<file path="src/rtl/uart_packet_transmitter_pkg.sv">
// Shared packet/frame constants for the UART packet link (TX and RX sides).
// Type codes occupy byte bits [1:0]; payload occupies bits [7:2].
package uart_pkt_pkg;

   typedef enum logic [1:0] {
      PKT_NULL     = 2'b00,
      PKT_OPERATE  = 2'b01,
      PKT_FEEDBACK = 2'b10,
      PKT_SCRIPT   = 2'b11
   } pkt_type_e;

   localparam int   DATA_BITS = 8;
   localparam logic START_BIT = 1'b0;
   localparam logic STOP_BIT  = 1'b1;

   typedef enum logic [1:0] {
      ST_IDLE,
      ST_START,
      ST_DATA,
      ST_STOP
   } tx_state_e;

   function automatic logic [7:0] pack_pkt(input logic [1:0] pkt_type, input logic [5:0] payload);
      return {payload, pkt_type};
   endfunction

endpackage

</file>
<file path="src/rtl/uart_packet_transmitter_if.sv">
// Command/status bundle between board control logic and the UART packet transmitter.
// master = control logic (request side), slave = transmitter.
interface uart_packet_transmitter_if #(
   parameter int FIFO_DEPTH = 4
);
   localparam int LW = $clog2(FIFO_DEPTH) + 1;

   logic          cmd_valid;
   logic [1:0]    cmd_type;
   logic [5:0]    cmd_payload;
   logic          cmd_ready;
   logic          tx;
   logic          tx_busy;
   logic [LW-1:0] fifo_level;
   logic          overflow;

   modport master (
      output cmd_valid, cmd_type, cmd_payload,
      input  cmd_ready, tx, tx_busy, fifo_level, overflow
   );

   modport slave (
      input  cmd_valid, cmd_type, cmd_payload,
      output cmd_ready, tx, tx_busy, fifo_level, overflow
   );
endinterface

</file>
<file path="src/rtl/uart_packet_transmitter_fifo.sv">
// Synchronous first-word-fall-through FIFO; head is visible on o_pop_dat while non-empty.
// Push accepted only when not full (even with a same-cycle pop); pop ignored when empty.
module pkt_fifo #(
   parameter int WIDTH = 8,
   parameter int DEPTH = 4
) (
   input  logic                       clk,
   input  logic                       rst,
   input  logic                       i_push,
   input  logic [WIDTH-1:0]           i_push_dat,
   input  logic                       i_pop,
   output logic [WIDTH-1:0]           o_pop_dat,
   output logic                       o_full,
   output logic                       o_empty,
   output logic [$clog2(DEPTH):0]     o_level
);
   localparam int AW = $clog2(DEPTH);
   localparam int LW = AW + 1;

   logic [WIDTH-1:0] r_mem [DEPTH];
   logic [AW-1:0]    r_wr_ptr;
   logic [AW-1:0]    r_rd_ptr;
   logic [LW-1:0]    r_level;
   logic             w_push_ok;
   logic             w_pop_ok;

   assign o_full    = (r_level == LW'(DEPTH));
   assign o_empty   = (r_level == '0);
   assign o_level   = r_level;
   assign o_pop_dat = r_mem[r_rd_ptr];
   assign w_push_ok = i_push && !o_full;
   assign w_pop_ok  = i_pop && !o_empty;

   always_ff @(posedge clk) begin
      if (w_push_ok) begin
         r_mem[r_wr_ptr] <= i_push_dat;
      end
   end

   // Power-of-two depth lets the pointers wrap by plain overflow.
   always_ff @(posedge clk or posedge rst) begin
      if (rst) begin
         r_wr_ptr <= '0;
         r_rd_ptr <= '0;
         r_level  <= '0;
      end else begin
         if (w_push_ok) begin
            r_wr_ptr <= r_wr_ptr + AW'(1);
         end
         if (w_pop_ok) begin
            r_rd_ptr <= r_rd_ptr + AW'(1);
         end
         case ({w_push_ok, w_pop_ok})
            2'b10:   r_level <= r_level + LW'(1);
            2'b01:   r_level <= r_level - LW'(1);
            default: r_level <= r_level;
         endcase
      end
   end

endmodule

</file>
<file path="src/rtl/uart_packet_transmitter.sv">
// Packs typed commands into {payload,type} bytes, buffers them and sends 8N1 UART on tx.
// Push on edge N -> tx start bit from edge N+1; frames run back-to-back while buffered.
module uart_packet_transmitter #(
   parameter int CLKS_PER_BIT = 16,
   parameter int FIFO_DEPTH   = 4
) (
   input  logic                      uart_clk,
   input  logic                      rst,
   uart_packet_transmitter_if.slave  bus
);
   import uart_pkt_pkg::*;

   localparam int CW = $clog2(CLKS_PER_BIT);
   localparam int LW = $clog2(FIFO_DEPTH) + 1;
   localparam int BW = $clog2(DATA_BITS);

   tx_state_e     r_state;
   logic [CW-1:0] r_baud;
   logic [BW-1:0] r_bit_idx;
   logic [7:0]    r_shift;
   logic          r_tx;
   logic          r_overflow;

   logic          w_baud_tc;
   logic          w_pop;
   logic          w_full;
   logic          w_empty;
   logic [7:0]    w_head;
   logic [LW-1:0] w_level;

   pkt_fifo #(
      .WIDTH (8),
      .DEPTH (FIFO_DEPTH)
   ) u_fifo (
      .clk        (uart_clk),
      .rst        (rst),
      .i_push     (bus.cmd_valid),
      .i_push_dat (pack_pkt(bus.cmd_type, bus.cmd_payload)),
      .i_pop      (w_pop),
      .o_pop_dat  (w_head),
      .o_full     (w_full),
      .o_empty    (w_empty),
      .o_level    (w_level)
   );

   assign w_baud_tc = (r_baud == CW'(CLKS_PER_BIT - 1));

   // Pop in IDLE, or at the end of a stop bit so the next frame follows with no gap.
   assign w_pop = !w_empty &&
                  ((r_state == ST_IDLE) || ((r_state == ST_STOP) && w_baud_tc));

   always_ff @(posedge uart_clk or posedge rst) begin
      if (rst) begin
         r_state   <= ST_IDLE;
         r_baud    <= '0;
         r_bit_idx <= '0;
         r_shift   <= '0;
         r_tx      <= STOP_BIT;
      end else begin
         case (r_state)
            ST_IDLE: begin
               r_baud <= '0;
               r_tx   <= STOP_BIT;
               if (!w_empty) begin
                  r_shift   <= w_head;
                  r_bit_idx <= '0;
                  r_tx      <= START_BIT;
                  r_state   <= ST_START;
               end
            end
            ST_START: begin
               if (w_baud_tc) begin
                  r_baud  <= '0;
                  r_tx    <= r_shift[0];
                  r_state <= ST_DATA;
               end else begin
                  r_baud <= r_baud + CW'(1);
               end
            end
            ST_DATA: begin
               if (w_baud_tc) begin
                  r_baud <= '0;
                  if (r_bit_idx == BW'(DATA_BITS - 1)) begin
                     r_tx    <= STOP_BIT;
                     r_state <= ST_STOP;
                  end else begin
                     r_shift   <= {1'b0, r_shift[7:1]};
                     r_tx      <= r_shift[1];
                     r_bit_idx <= r_bit_idx + BW'(1);
                  end
               end else begin
                  r_baud <= r_baud + CW'(1);
               end
            end
            ST_STOP: begin
               if (w_baud_tc) begin
                  r_baud <= '0;
                  if (!w_empty) begin
                     r_shift   <= w_head;
                     r_bit_idx <= '0;
                     r_tx      <= START_BIT;
                     r_state   <= ST_START;
                  end else begin
                     r_tx    <= STOP_BIT;
                     r_state <= ST_IDLE;
                  end
               end else begin
                  r_baud <= r_baud + CW'(1);
               end
            end
            default: begin
               r_baud  <= '0;
               r_tx    <= STOP_BIT;
               r_state <= ST_IDLE;
            end
         endcase
      end
   end

   always_ff @(posedge uart_clk or posedge rst) begin
      if (rst) begin
         r_overflow <= 1'b0;
      end else if (bus.cmd_valid && w_full) begin
         r_overflow <= 1'b1;
      end
   end

   assign bus.cmd_ready  = !w_full;
   assign bus.tx         = r_tx;
   assign bus.tx_busy    = (r_state != ST_IDLE) || (w_level != '0);
   assign bus.fifo_level = w_level;
   assign bus.overflow   = r_overflow;

endmodule
</file>
<file path="src/flat_wrapper.sv">
// flat-port wrapper written by rule: the top's interface ports become plain ports
module uart_packet_transmitter_flat import uart_pkt_pkg::*;
#(
   parameter int CLKS_PER_BIT = 16,
   parameter int FIFO_DEPTH   = 4
)
  (uart_clk, rst, bus_cmd_valid, bus_cmd_type, bus_cmd_payload, bus_cmd_ready, bus_tx, bus_tx_busy, bus_fifo_level, bus_overflow);
  uart_packet_transmitter_if #(.FIFO_DEPTH(FIFO_DEPTH)) bus_i ();
  input  logic uart_clk;
  input  logic rst;
  input wire logic [$bits(bus_i.cmd_valid)-1:0] bus_cmd_valid;
  input wire logic [$bits(bus_i.cmd_type)-1:0] bus_cmd_type;
  input wire logic [$bits(bus_i.cmd_payload)-1:0] bus_cmd_payload;
  output wire logic [$bits(bus_i.cmd_ready)-1:0] bus_cmd_ready;
  output wire logic [$bits(bus_i.tx)-1:0] bus_tx;
  output wire logic [$bits(bus_i.tx_busy)-1:0] bus_tx_busy;
  output wire logic [$bits(bus_i.fifo_level)-1:0] bus_fifo_level;
  output wire logic [$bits(bus_i.overflow)-1:0] bus_overflow;
  assign bus_i.cmd_valid = bus_cmd_valid;
  assign bus_i.cmd_type = bus_cmd_type;
  assign bus_i.cmd_payload = bus_cmd_payload;
  assign bus_cmd_ready = bus_i.cmd_ready;
  assign bus_tx = bus_i.tx;
  assign bus_tx_busy = bus_i.tx_busy;
  assign bus_fifo_level = bus_i.fifo_level;
  assign bus_overflow = bus_i.overflow;
  uart_packet_transmitter #(.CLKS_PER_BIT(CLKS_PER_BIT), .FIFO_DEPTH(FIFO_DEPTH)) u_core (.uart_clk(uart_clk), .rst(rst), .bus(bus_i));
endmodule
</file>
<file path="config.mk">
export PLATFORM = sky130hd
export DESIGN_NAME = uart_packet_transmitter_flat
export DESIGN_NICKNAME = d
export VERILOG_FILES = /design/src/rtl/uart_packet_transmitter_pkg.sv /design/src/rtl/uart_packet_transmitter_if.sv /design/src/rtl/uart_packet_transmitter_fifo.sv /design/src/rtl/uart_packet_transmitter.sv /design/src/flat_wrapper.sv
export SDC_FILE = /design/constraint.sdc
export NUM_CORES = 1
export LEC_CHECK = 0
export ABC_AREA = 1
export CORE_MARGIN = 5
export CORE_UTILIZATION = 53
export CTS_CLUSTER_DIAMETER = 30
export CTS_CLUSTER_SIZE = 25
export DETAILED_ROUTE_END_ITERATION = 8
export GPL_TIMING_DRIVEN = 0
export PLACE_DENSITY = 0.82
export SYNTH_ARGS = -nofsm -noshare
export SYNTH_HDL_FRONTEND = slang
export SYNTH_SLANG_ARGS = --single-unit
export TNS_END_PERCENT = 5
</file>
<file path="constraint.sdc">
create_clock -name uart_clk -period 2.3 [get_ports uart_clk]
set_clock_uncertainty 0.2 [all_clocks]
set_input_delay 0.345 -clock uart_clk [delete_from_list [all_inputs] [get_ports uart_clk]]
set_output_delay 0.345 -clock uart_clk [all_outputs]
set_load 0.02 [all_outputs]
</file>
======== Yosys cells after proc, flatten, opt, wreduce, memory -nomap -nowiden ========
Memory sizes are Yosys's and may differ from the RTL's.
Index checks and enable logic that the tools add are counted.
operators by class
  mux-type cells .......................... 28
  reduce and logical (&&, ||, !) cells .... 19
  add/sub/neg operators ................... 6
  eq/ne operators ......................... 14
operators with widths
  operator               number
  $mux W8                4
  $pmux W8 S3            1
  $mux W3                4
  $mux W2                5
  $pmux W3 S3            1
  $mux W1                8
  $ne A2 B1 Y1 const B   4
  $pmux W2 S4            1
  $pmux W4 S2            1
  $add A3 B1 Y3 const B  2
  $eq A2 B2 Y1 const B   3
  $eq A3 B3 Y1 const B   2
  $pmux W3 S2            1
  $reduce_bool A3 Y1     2
  $logic_and A1 B1 Y1    5
  $reduce_and A5 Y1      1
  $add A2 B1 Y2 const B  2
  $add A4 B1 Y4 const B  1
  $eq A2 B1 Y1 const B   2
  $eq A4 B4 Y1 const B   1
  $mux W4                1
  $ne A2 B2 Y1 const B   2
  $pmux W1 S4            1
  $reduce_and A4 Y1      1
  other kinds (8)        11
word-level totals
  register bits ........................... 26
  output and inout port bits .............. 7
  memories kept ........................... 1
  bits of input ports ..................... 11
  bits in writable memories ............... 32
memory list
  name                 words  width  read ports  clocked after memory_dff  wr ports  RTL line                            text
  u_core.u_fifo.r_mem  4      8      1           0                         1         uart_packet_transmitter_fifo.sv:20  logic [WIDTH-1:0] r_mem [DEPTH];

======== Logic depth before layout (Yosys ltp) ========
Gate-level depths: netlist (run 1).
  word-level depth ........................ 7
  mapped depth ............................ 13
  depth with buffers taken out ............ 13

======== By module ========
Synthesis (run 1) repeated with hierarchy kept, for this count alone.
unflattened totals
  cells, all modules ...................... 304
  area, all modules ....................... 2,891.5 um2
by module, submodules not included
  module                   instances  sequential area each (um2)  area an instance (um2)  cells each
  pkt_fifo                 1          1,136.1                     1,755.4                 155
  uart_packet_transmitter  1          476.7                       1,136.1                 149

======== Least setup slack after synthesis (run 1) ========
Ideal clock, no wire load.
  kind .................................... flip-flop to flip-flop
  from .................................... register u_core.u_fifo.r_level[0] (netlist: u_core.u_fifo.o_level[0])
  to ...................................... register u_core.u_fifo.r_level[2] (netlist: u_core.u_fifo.o_level[2])
  slack ................................... 0.013 ns
  clock period less this slack ............ 2.287 ns
  stages on the path, launching flop included .. 10
  required time ........................... 1.969 ns
  arrival ................................. 1.956 ns
  cells stage by stage .................... dfrtp_1 > nor2_2 > nand2_1 > nand2_2 > ha_1 > inv_1 > fa_1 > a21oi_1 > o21ai_0 > xor2_1
on the way
  elaborated cells on any way between the ends .. 13
  those cells by class .................... add/sub (2); eq/ne (3); mux (1); reduce/logical (7)
RTL lines
  item                                                      RTL line                            text
  start, declared                                           uart_packet_transmitter_fifo.sv:23  logic [LW-1:0] r_level;
  start signal, assigned                                    uart_packet_transmitter_fifo.sv:54  2'b10: r_level <= r_level + LW'(1);
  start signal, assigned                                    uart_packet_transmitter_fifo.sv:55  2'b01: r_level <= r_level - LW'(1);
  start signal, assigned                                    uart_packet_transmitter_fifo.sv:56  default: r_level <= r_level;
  $eq A3 B3 Y1 (*)                                          uart_packet_transmitter_fifo.sv:27  assign o_full = (r_level == LW'(DEPTH));
  $logic_not A1 Y1 (*)                                      n/a
  via bus_cmd_ready                                         flat_wrapper.sv:14                  output wire logic [$bits(bus_i.cmd_ready)-1:0] bus_cmd_ready;
  $logic_and A1 B1 Y1 (*)                                   uart_packet_transmitter_fifo.sv:31  assign w_push_ok = i_push && !o_full;
  $eq A2 B1 Y1 / $eq A2 B2 Y1 (equally long branches)       uart_packet_transmitter_fifo.sv:53  case ({w_push_ok, w_pop_ok})
  $pmux W3 S2 / $reduce_bool A2 Y1 (equally long branches)  n/a
Mark *: on every way through the listed nets, which the timed path passes. The rest lies on a longest branch.
A chain may end at the register's enable or synchronous reset.

======== Worst setup path in the final report (run 1) ========
  from .................................... register u_core.r_baud[1]
  to ...................................... register u_core.u_fifo.r_level[2] (netlist: u_core.u_fifo.o_level[2])
on the way
  cells in the longest elaborated chain, start to end .. 7
  elaborated cells on any way between the ends .. 9
  those cells by class .................... eq/ne (3); mux (1); reduce/logical (5)
RTL lines
  item                                                      RTL line                            text
  start, declared                                           uart_packet_transmitter.sv:18       logic [CW-1:0] r_baud;
  start signal, assigned                                    uart_packet_transmitter.sv:77       r_baud <= r_baud + CW'(1);
  start signal, assigned                                    uart_packet_transmitter.sv:92       r_baud <= r_baud + CW'(1);
  start signal, assigned                                    uart_packet_transmitter.sv:108      r_baud <= r_baud + CW'(1);
  $eq A4 B4 Y1 (*)                                          uart_packet_transmitter.sv:46       assign w_baud_tc = (r_baud == CW'(CLKS_PER_BIT - 1));
  $logic_and A1 B1 Y1 (*)                                   uart_packet_transmitter.sv:50       ((r_state == ST_IDLE) || ((r_state == ST_STOP) && w_baud_tc));
  $logic_or A1 B1 Y1 (*)                                    uart_packet_transmitter.sv:50
  $logic_and A1 B1 Y1 (*)                                   uart_packet_transmitter.sv:49       assign w_pop = !w_empty &&
  $logic_and A1 B1 Y1 (*)                                   uart_packet_transmitter_fifo.sv:32  assign w_pop_ok = i_pop && !o_empty;
  via u_core.u_fifo.w_pop_ok                                uart_packet_transmitter_fifo.sv:25  logic w_pop_ok;
  $eq A2 B1 Y1 / $eq A2 B2 Y1 (equally long branches)       uart_packet_transmitter_fifo.sv:53
  $pmux W3 S2 / $reduce_bool A2 Y1 (equally long branches)  n/a
Marked as above.

==> results of run 1 <==
cells in the final DEF (no fill, tap or decap), types with 4 or more instances in the layout:
master,synthesis,final
xor2_1,4,4
buf_4,0,6
edfxtp_1,32,32
dfrtp_1,25,24
clkdlybuf4s50_1,0,16
inv_2,4,9
o21ai_1,7,8
o21ai_0,6,5
ha_2,0,4
nand3_1,25,24
clkbuf_8,0,11
nand2_2,4,6
nor2_1,30,30
or2_0,4,4
nand2_1,67,64
ha_1,14,10
a21oi_1,5,4
inv_1,32,27
buf_2,5,5
per-stage QoR:
step / hold WS, ps / setup WS, ps
2_1_floorplan: 184.3 / 13.12
3_3_place_gp: 249.0 / -75.47
3_5_place_dp: 255.1 / -134.1
4_1_cts: 269.8 / 17.42
5_1_grt: 292.0 / 6.626
6_report: 264.5 / 95.61
cells by family (layout without fill, tap and decap cells):
family,Yosys count,in the layout
xor gates and xnor gates,6,6
DFF,58,58
adders and majority gates,15,15
and+or+nand+nor,134,134
buffers and inverters,44,83
AOI/OAI and AO/OA,23,23
worst max path at each step:
stage	from	end	slack [ps]
CTS	u_core.r_state[0]	u_core.u_fifo.o_level[2]	20
detailed placement	u_core.r_state[0]	u_core.u_fifo.o_level[2]	-130
floorplan	u_core.u_fifo.o_level[0]	u_core.u_fifo.o_level[2]	10
global route	u_core.r_state[0]	u_core.u_fifo.o_level[2]	7
finish	u_core.r_baud[1]	u_core.u_fifo.o_level[2]	100
global placement	u_core.r_state[0]	u_core.u_fifo.o_level[2]	-80
power by group through the flow:
stage | registers [uW] | clock network (uW) | logic [uW]
floorplan | 1380 | 0 | 271
global route | 1360 | 1020 | 547
detailed placement | 1370 | 0 | 481
CTS | 1350 | 959 | 485
global placement | 1360 | 0 | 459
finish | 1340 | 945 | 486
worst reg2reg max path: cells and delay by family (launching register included):
kind | cells | cell delay [ps]
AOI/OAI and AO/OA | 2 | 200
xor gates and xnor gates | 1 | 140
adders and majority gates | 3 | 740
buffers and inverters | 3 | 160
DFF | 1 | 370
and+or+nand+nor | 4 | 280
what timing repair did:
item | CTS | global route
hold buffers | 0 | 0
endpoints found under the hold margin | 0 | 0
pin swaps | 0 | 4
resized for setup | 7 | 12
buffers inserted | 4 | 2
endpoints found under the setup margin | 2 | 2
layer usage:
layer / up-vias / wire length [um] / part of all wire (%)
met1: 941 / 2277 / 43
met2: 52 / 2662 / 51
met5: - / 0 / 0
met4: 0 / 95 / 1.8
li1: 966 / - / -
met3: 9 / 233 / 4.4
cell type report:
type	instances	share of cell area (%)
plain buffers	7	1.438
clock buffers	11	4.580
clock inverters	5	1.590
inverters	37	4.277
multi-input cells	178	30.17
flip-flops and latches	58	48.83
well taps	70	2.650
repair buffers	23	6.472
flip-flops by register name (all words and copies together), names as in the netlist:
register	count
u_core.r_baud	4
u_core.bus.overflow	1
u_core.r_bit_idx	3
u_core.r_shift	8
u_core.u_fifo.r_rd_ptr	2
u_core.u_fifo.r_wr_ptr	2
u_core.u_fifo.r_mem	32
u_core.bus.tx	1
u_core.u_fifo.o_level	3
u_core.r_state	2
cell usage after synthesis:
| library cell | n |
|---|---|
| a31o_2 | 1 |
| nor2_2 | 1 |
| nand3_1 | 25 |
| or2_1 | 1 |
| buf_2 | 5 |
| nand2_2 | 4 |
| xnor2_1 | 2 |
| nor2_1 | 30 |
| o21ai_2 | 2 |
| xor2_1 | 4 |
| fa_1 | 1 |
| a21oi_4 | 1 |
| inv_4 | 1 |
| or2_2 | 1 |
| a21oi_1 | 5 |
| nand3_4 | 1 |
| dfrtp_1 | 25 |
| or2_0 | 4 |
| o21ai_1 | 7 |
| ha_1 | 14 |
| buf_6 | 2 |
| edfxtp_1 | 32 |
| inv_2 | 4 |
| o21ai_0 | 6 |
| nand2_1 | 67 |
| o211ai_1 | 1 |
| inv_1 | 32 |
| dfstp_2 | 1 |
==> reports/metrics.yaml, run 1 <==
status: "finished, final reports clean"
vias_per_cell: 5.059
synth_top_family_by_area: "simple AND/OR/NAND/NOR gates"
critPathArrivalTime_ps: 2220
irDropWorstVdd_v: 0.0006016
synth.net_count: 306
leakage_uw: 0.001507
nets: 340
holdPathEnd: "u_core.bus.overflow"
synth-seq-cells: 58
synthAdderAreaFrac_pct: 7.059
cts.path.max_buffers: 2
numCtsBuffers: 9
max-slew-margin-rel_pct: 32.64
crit_fanout: 3
p_total_uw: 2775
worst_slew_pin_slew_ps: 1009
synth.yosys.seq_area_share_pct: 58.33
cts_sinks: 58
p_int_uw: 2008
grt_first_pass_wirelength_um: 9032
clkPwrFrac_pct: 34.1
postLayoutCellArea_mm2: 0.003306
synth_compound_area_share_pct: 5.068
synth_top_cell_by_area: "edfxtp_1"
setup_violations: 0
fin_util_pct: 65.14
first_iter_violations: 129
cp_top_family: "adder cells"
cpMostUsedCell: "inv_2"
synth_top_area_share_pct: 34.75
critical_path_class: "reg -> reg"
max_freq_mhz: 453.6
netlist_area_mm2: 0.002765
core_area_mm2: 0.005075
pwr-share-seq_pct: 48.5
grt.busiest_layer: "met2"
synth_mux_area_share_pct: 0
gp_congestion: 0.8136
hold_viol: 0
fillers: 398
worst_setup_path_start_kind: "register"
drc: 0
grt_use_met3_pct: 5.098
routed_wl_um: 5268
hp-start: "u_core.bus.overflow"
drt-wirelength-per-cell_um: 13.54
tns_ps: 0
fin_crit_sh_pct: 95.84
clk_pin_slew_worst_paths_ps: 70
portBuffers: 17
crit_path_end_kind: "register"
cp_slowest_cell: "dfrtp_1"
cts_root_buf: "clkbuf_8"
netSwitchingPower_uw: 767.4
ff2ff_setup_slack_ps: 100
dpl-instance-area_mm2: 0.003023
grt_pass1_vias: 1958
place_hpwl_um: 3583
netlist-cell-type-count: 28
grt_overflow_total: 0
fp.dieW_um: 82.23
num_rows: 26
holdPathStages: 1
worst_path_largest_cell_delay_ps: 370
netlist_instances: 280
grt_use_met1_pct: 22.52
drv_cap: 0
cts_tree: "yes"
dp_cells: 367
required_ps: 2320
antenna_cells: 0
rsz0062_at_grt: "false"
r2r-start: "u_core.r_baud[1]"
power_density_mw_per_mm2: 839.6
ys_top_cells_by_area: "edfxtp_1 (35%), dfrtp_1 (23%), nand2_1 (9.1%)"
crit_cells: 13
critical_path.cell_chain: "ha_2 -> nand2_2 -> inv_2 -> nand3_2 -> nand2_2 -> nand2_4 -> inv_2 -> ha_2 -> inv_2 -> fa_2 -> a21oi_2 -> o21ai_1 -> xor2_1"
combPwrFrac_pct: 17.5
synthXorXnorAreaFrac_pct: 1.900
area.sequential_mm2: 0.001614
io_pins: 18
floorplan.initialDensity_pct: 54.49
yosys_warnings: 0
min_path_type: "reg -> reg"
grt.total_usage_pct: 18.27
die_y_um: 82.23
finalNonFillerCells: 389
cts_max_level: 3
layout-drive-gt1-share_pct: 19.12
final-max-slew-violation-count: 0
vias: 1968
drtPass1Iterations: 4
multi_input_area_um2: 997.2
grt_max_degree: 27
drtAntennaViolNets: 0
avgSynthCellArea_um2: 9.876
r2r-end: "u_core.u_fifo.o_level[2]"
gr-usage-met2_pct: 29.25
die_area_mm2: 0.006762
fin_crit_ps: 2204
critPathBufInv: 3
switching_share_pct: 27.65
area_growth_pct: 19.55
clock_latency_ps: 330
grt_antenna_before_repair: 0
worst-r2r-cell-count: 13
synthSimpleGateAreaFrac_pct: 20.81
Note: power is estimated with default switching activity, not from simulation.
==> run 2, diff against run 1 <==
--- a/config.mk
+++ b/config.mk
@@ -7,12 +7,14 @@
 export LEC_CHECK = 0
 export ABC_AREA = 1
 export CORE_MARGIN = 5
-export CORE_UTILIZATION = 53
+export CORE_UTILIZATION = 35
 export CTS_CLUSTER_DIAMETER = 30
 export CTS_CLUSTER_SIZE = 25
 export DETAILED_ROUTE_END_ITERATION = 8
 export GPL_TIMING_DRIVEN = 0
-export PLACE_DENSITY = 0.82
+export PLACE_DENSITY = 0.61
+export SETUP_SLACK_MARGIN = 0.5
+export SKIP_CTS_REPAIR_TIMING = 1
 export SYNTH_ARGS = -nofsm -noshare
 export SYNTH_HDL_FRONTEND = slang
 export SYNTH_SLANG_ARGS = --single-unit
==> reports/metrics.yaml, run 2 (synthesis gave the netlist of run 1 again) <==
status: "finished, final reports clean"
grt.total_usage_pct: 11.71  # -6.6 points
drc: 0  # unchanged
floorplan.initialDensity_pct: 35.78  # -19 points
cts_tree: "yes"
area_growth_pct: 20.91
cts_root_buf: "clkbuf_8"
num_rows: 32  # +23%
die_area_mm2: 0.009778  # +45%
routed_wl_um: 5242  # -0.49%
cts.path.max_buffers: 2  # unchanged
core_area_mm2: 0.007727  # +52%
grt_antenna_before_repair: 0  # unchanged
grt_first_pass_wirelength_um: 8907  # -1.4%
final_cell_mix: "nand2_1 (63), edfxtp_1 (32), nor2_1 (30)"
crit_fanout: 3  # unchanged
whs_ps: 259.4  # -5.037 ps
clock_latency_ps: 330  # about the same
numCtsBuffers: 9  # unchanged
grt_overflow_total: 0  # unchanged
clk_pin_slew_worst_paths_ps: 70  # about the same
gp_congestion: 0.7478  # -8.1%
nets: 337  # -0.88%
hold_viol: 0  # unchanged
first_iter_violations: 60  # -53%
largest_reg_flops: 32  # unchanged
portBuffers: 17  # unchanged
fin_crit_sh_pct: 92.20  # -3.6 points
antenna_cells: 0  # unchanged
worst_setup_path_start_kind: "register"
die_y_um: 98.89  # +20%
required_ps: 2310  # about the same
cts_max_level: 3  # unchanged
irDropWorstVdd_v: 0.0005898  # -2.0%
setup_violations: 0  # unchanged
grt.busiest_layer: "met2"
drtAntennaViolNets: 0  # unchanged
vias_per_cell: 4.469  # -12%
fin_ws_ps: 179.3  # +83.72 ps
drt-wirelength-per-cell_um: 12.54  # -7.4%
grt_pass1_vias: 1891  # -3.4%
grt_use_met3_pct: 3.751  # -1.3 points
place_ws_ps: -43.70  # +90.42 ps
leakage_uw: 0.001476  # -2.1%
vias: 1868  # -5.1%
io_pins: 18  # unchanged
drtPass1Iterations: 4  # unchanged
regMostFlops: "u_core.u_fifo.r_mem"
layout-drive-gt1-share_pct: 19.30  # +0.18 points
rsz0062_at_grt: "true"
max_freq_mhz: 471.5  # +3.9%
gr-usage-met2_pct: 18.34  # -11 points
reg_top3: "u_core.u_fifo.r_mem: 32 flops, u_core.r_shift: 8 flops, u_core.r_baud: 4 flops"
drv_cap: 0  # unchanged
place_hpwl_um: 3477  # -2.9%
power_density_mw_per_mm2: 826.8  # -1.5%
final-max-slew-violation-count: 0  # unchanged
cts_sinks: 58  # unchanged
fillers: 754  # +89%
critical_path_class: "reg -> reg"
grt_use_met1_pct: 14.59  # -7.9 points
fin_crit_ps: 2121  # -83.72 ps
fp.dieW_um: 98.89  # +20%
max-slew-margin-rel_pct: 32.68  # +0.046 points
final_common_cell: "nand2_1"
crit_path_end_kind: "register"
min_path_type: "reg -> reg"
grt_max_degree: 27  # unchanged
fin_util_pct: 43.26  # -22 points
worst_slew_pin_slew_ps: 1009  # -0.6891 ps
critPathArrivalTime_ps: 2130  # -90 ps
-- run 2: cell count changes in the layout (fill, tap and decap cells not counted), moves of 2 or more --
cell        before  now
clkbuf_1         0    2
clkinvlp_4       0    2
clkbuf_8        11    9
dfrtp_2          1    4
dfrtp_1         24   21
buf_4            6    3
ha_4             0    2
ha_2             4    2
-- run 2: final timing paths --
check	startpoint	end	slack [ps]	cells after the start
worst min-delay path	u_core.r_baud[0]	u_core.r_baud[0]	260	1
worst max register to register	u_core.r_baud[0]	u_core.u_fifo.o_level[2]	180	13
min in group asynchronous	rst	u_core.u_fifo.r_wr_ptr[1]	350	2
worst min register to register	u_core.r_baud[0]	u_core.r_baud[0]	260	1
worst max-delay path	u_core.r_baud[0]	u_core.u_fifo.o_level[2]	180	13
max in group asynchronous	rst	u_core.r_state[1]	860	2
-- run 2: area by class of cell --
cell class	count	area, um^2	area share [%]
buffer	7	47.55	1.422
multi-input combinational	178	1025	30.65
inverter	37	143.9	4.304
sequential	58	1618	48.39
clock inverter	5	55.05	1.647
clock buffer	11	131.4	3.930
timing repair buffer	20	195.2	5.838
tap	102	127.6	3.817
-- run 2: worst max-delay path, cell delays in order, from the launching register on --
cell	delay (ps)
dfrtp_1	370
ha_2	200
nand2_2	50
inv_2	60
nand3_2	70
nand2_2	60
nand2_2	50
inv_2	60
ha_4	130
inv_4	30
fa_2	340
a21oi_2	130
o21ai_1	80
xor2_1	170
-- run 2: power by group --
group | total, uW | switching (uW) | internal, uW
clock | 905 | 408 | 497
sequential | 1350 | 77.8 | 1280
combinational | 505 | 312 | 193
-- run 2: through the flow --
step                instances  total power, uW  setup TNS, ps  area (um^2)
floorplan                 280             1686              0         2813
global placement          399             1867              0         3110
detailed placement        399             1880         -346.1         3110
CTS                       415             2789         -22.73         3297
global route              418             2915              0         3343
finish                    418             2764              0         3343
-- run 2: per-layer routing --
metal  up-vias  part of all wire [%]
met5         -                     0
met4         0                   1.7
met3         5                   3.1
met2        27                    48
met1       875                    47
li1        961                     -
==> run 3, diff against run 2 <==
--- a/config.mk
+++ b/config.mk
@@ -6,7 +6,7 @@
 export NUM_CORES = 1
 export LEC_CHECK = 0
 export ABC_AREA = 1
-export CORE_MARGIN = 5
+export CORE_MARGIN = 2
 export CORE_UTILIZATION = 35
 export CTS_CLUSTER_DIAMETER = 30
 export CTS_CLUSTER_SIZE = 25
==> reports/metrics.yaml, run 3 (synthesis gave the netlist of run 1 again) <==
floorplan.initialDensity_pct: 35.97  # +0.19 points
postLayoutCellArea_mm2: 0.003366  # +0.67%
worst_slew_pin_slew_ps: 999.9  # -8.718 ps
dpl-instance-area_mm2: 0.003110  # unchanged
power_density_mw_per_mm2: 776.9  # -6.0%
num_rows: 32  # unchanged
crit_path_end_kind: "register"
switching_share_pct: 29.12  # +0.24 points
netSwitchingPower_uw: 761.3  # -4.6%
final-max-slew-violation-count: 0  # unchanged
drv_cap: 0  # unchanged
irDropWorstVdd_v: 0.0005963  # +1.1%
vias_per_cell: 4.582  # +2.5%
portBuffers: 17  # unchanged
drc: 0  # unchanged
numCtsBuffers: 9  # unchanged
crit_fanout: 4  # +1
drt-wirelength-per-cell_um: 12.40  # -1.1%
drtAntennaViolNets: 0  # unchanged
worst-r2r-cell-count: 12  # -1
grt_max_degree: 27  # unchanged
layout-drive-gt1-share_pct: 19.75  # +0.45 points
grt_antenna_before_repair: 0  # unchanged
die_area_mm2: 0.008628  # -12%
max-slew-margin-rel_pct: 33.26  # +0.58 points
p_int_uw: 1853  # -5.7%
grt_overflow_total: 0  # unchanged
whs_ps: 273.2  # +13.80 ps
leakage_uw: 0.001479  # +0.16%
final_common_cell: "nand2_1"
area_growth_pct: 21.72
critPathArrivalTime_ps: 2150  # +20 ps
setup_violations: 0  # unchanged
io_pins: 18  # unchanged
fp.dieW_um: 92.89  # -6.1%
cts_tree: "yes"
cts.path.max_buffers: 2  # unchanged
clock_latency_ps: 330  # about the same
combPwrFrac_pct: 19.4  # +1.1 points
holdPathStages: 1  # unchanged
clkPwrFrac_pct: 28.9  # -3.9 points
grt_first_pass_wirelength_um: 8921  # +0.16%
core_area_mm2: 0.007687  # -0.52%
grt.total_usage_pct: 13.64  # +1.9 points
worst_path_largest_cell_delay_ps: 470  # +100 ps
antenna_cells: 0  # unchanged
fin_ws_ps: 158.0  # -21.34 ps
vias: 1929  # +3.3%
hold_viol: 0  # unchanged
gp_congestion: 0.7653  # +2.3%
fin_crit_ps: 2142  # +21.34 ps
regMostFlops: "u_core.u_fifo.r_mem"
place_ws_ps: 23.35  # +67.05 ps
nets: 340  # +0.89%
clk_pin_slew_worst_paths_ps: 60  # about the same
critical_path_class: "reg -> reg"
worst_setup_path_start_kind: "register"
fin_crit_sh_pct: 93.13  # +0.93 points
routed_wl_um: 5219  # -0.44%
fin_util_pct: 43.78  # +0.52 points
drtPass1Iterations: 4  # unchanged
cp_slowest_cell: "dfrtp_2"
place_hpwl_um: 3522  # +1.3%
cts_root_buf: "clkbuf_8"
reg_top3: "u_core.u_fifo.r_mem: 32 flops, u_core.r_shift: 8 flops, u_core.r_baud: 4 flops"
first_iter_violations: 137  # +130%
cts_max_level: 3  # unchanged
grt_pass1_vias: 1876  # -0.79%
pwr-share-seq_pct: 51.7  # +2.7 points
cts_sinks: 58  # unchanged
max_freq_mhz: 466.9  # -1.0%
rsz0062_at_grt: "true"
critical_path.cell_chain: "inv_4 -> ha_4 -> inv_1 -> nand2_2 -> nand2_2 -> inv_2 -> ha_4 -> inv_4 -> fa_2 -> a21oi_2 -> o21ai_2 -> xor2_1"
die_y_um: 92.89  # -6.1%
largest_reg_flops: 32  # unchanged
status: "finished, final reports clean"
min_path_type: "reg -> reg"
required_ps: 2310  # about the same
final_cell_mix: "nand2_1 (62), edfxtp_1 (32), nor2_1 (30)"
-- run 3: cell types whose count changed in the layout (fill, tap and decap cells not counted), moves of 2 or more --
cell and delta:
buf_4 +3, clkinv_1 +2, ha_2 -2, ha_4 +2
inv_2 -2, inv_4 +2
-- run 3: power groups by stage --
stage	logic (uW)	clock network [uW]	registers [uW]
2_1_floorplan	291	0	1400
3_3_place_gp	493	0	1370
3_5_place_dp	501	0	1370
4_1_cts	505	781	1350
5_1_grt	588	819	1370
6_report	506	756	1350
-- run 3: final cells by class --
class / instances / area (um^2)
inverter: 37 / 148.9
timing repair buffer: 23 / 217.7
tap: 102 / 127.6
sequential: 58 / 1618
buffer: 7 / 47.55
fill: 771 / 4322
clock buffer: 12 / 135.1
clock inverter: 4 / 20.02
multi-input combinational: 178 / 1051
-- run 3: layer usage --
metal | GRT usage, % | vias to the layer above | wire (um)
met5 | 0 | - | 0
met4 | 7.475 | 0 | 141
met3 | 2.929 | 13 | 147
met2 | 20.89 | 35 | 2436
met1 | 17.99 | 910 | 2493
li1 | - | 971 | -
-- run 3: final timing paths --
check                                    start                        end  slack, ps
min                        u_core.bus.overflow        u_core.bus.overflow        270
max                          u_core.r_state[1]   u_core.u_fifo.o_level[2]        160
min reg2reg                u_core.bus.overflow        u_core.bus.overflow        270
min in group asynchronous                  rst  u_core.u_fifo.r_wr_ptr[0]        350
max in group asynchronous                  rst          u_core.r_state[1]        870
max reg2reg                  u_core.r_state[1]   u_core.u_fifo.o_level[2]        160
-- run 3: critical path, delay by kind of cell, from the launching register on --
family / cells / cell delay [ps]
adders and majority gates: 3 / 620
xor gates and xnor gates: 1 / 160
buffers and inverters: 4 / 240
DFF: 1 / 470
and+or+nand+nor: 2 / 120
AOI/OAI and AO/OA: 2 / 220
-- run 3: per-stage QoR --
stage | TNS, ps | power, uW | instances
finish | 0 | 2615 | 421
CTS | -1.203 | 2639 | 415
global route | 0 | 2776 | 421
global placement | 0 | 1863 | 399
floorplan | 0 | 1686 | 280
detailed placement | 0 | 1874 | 399
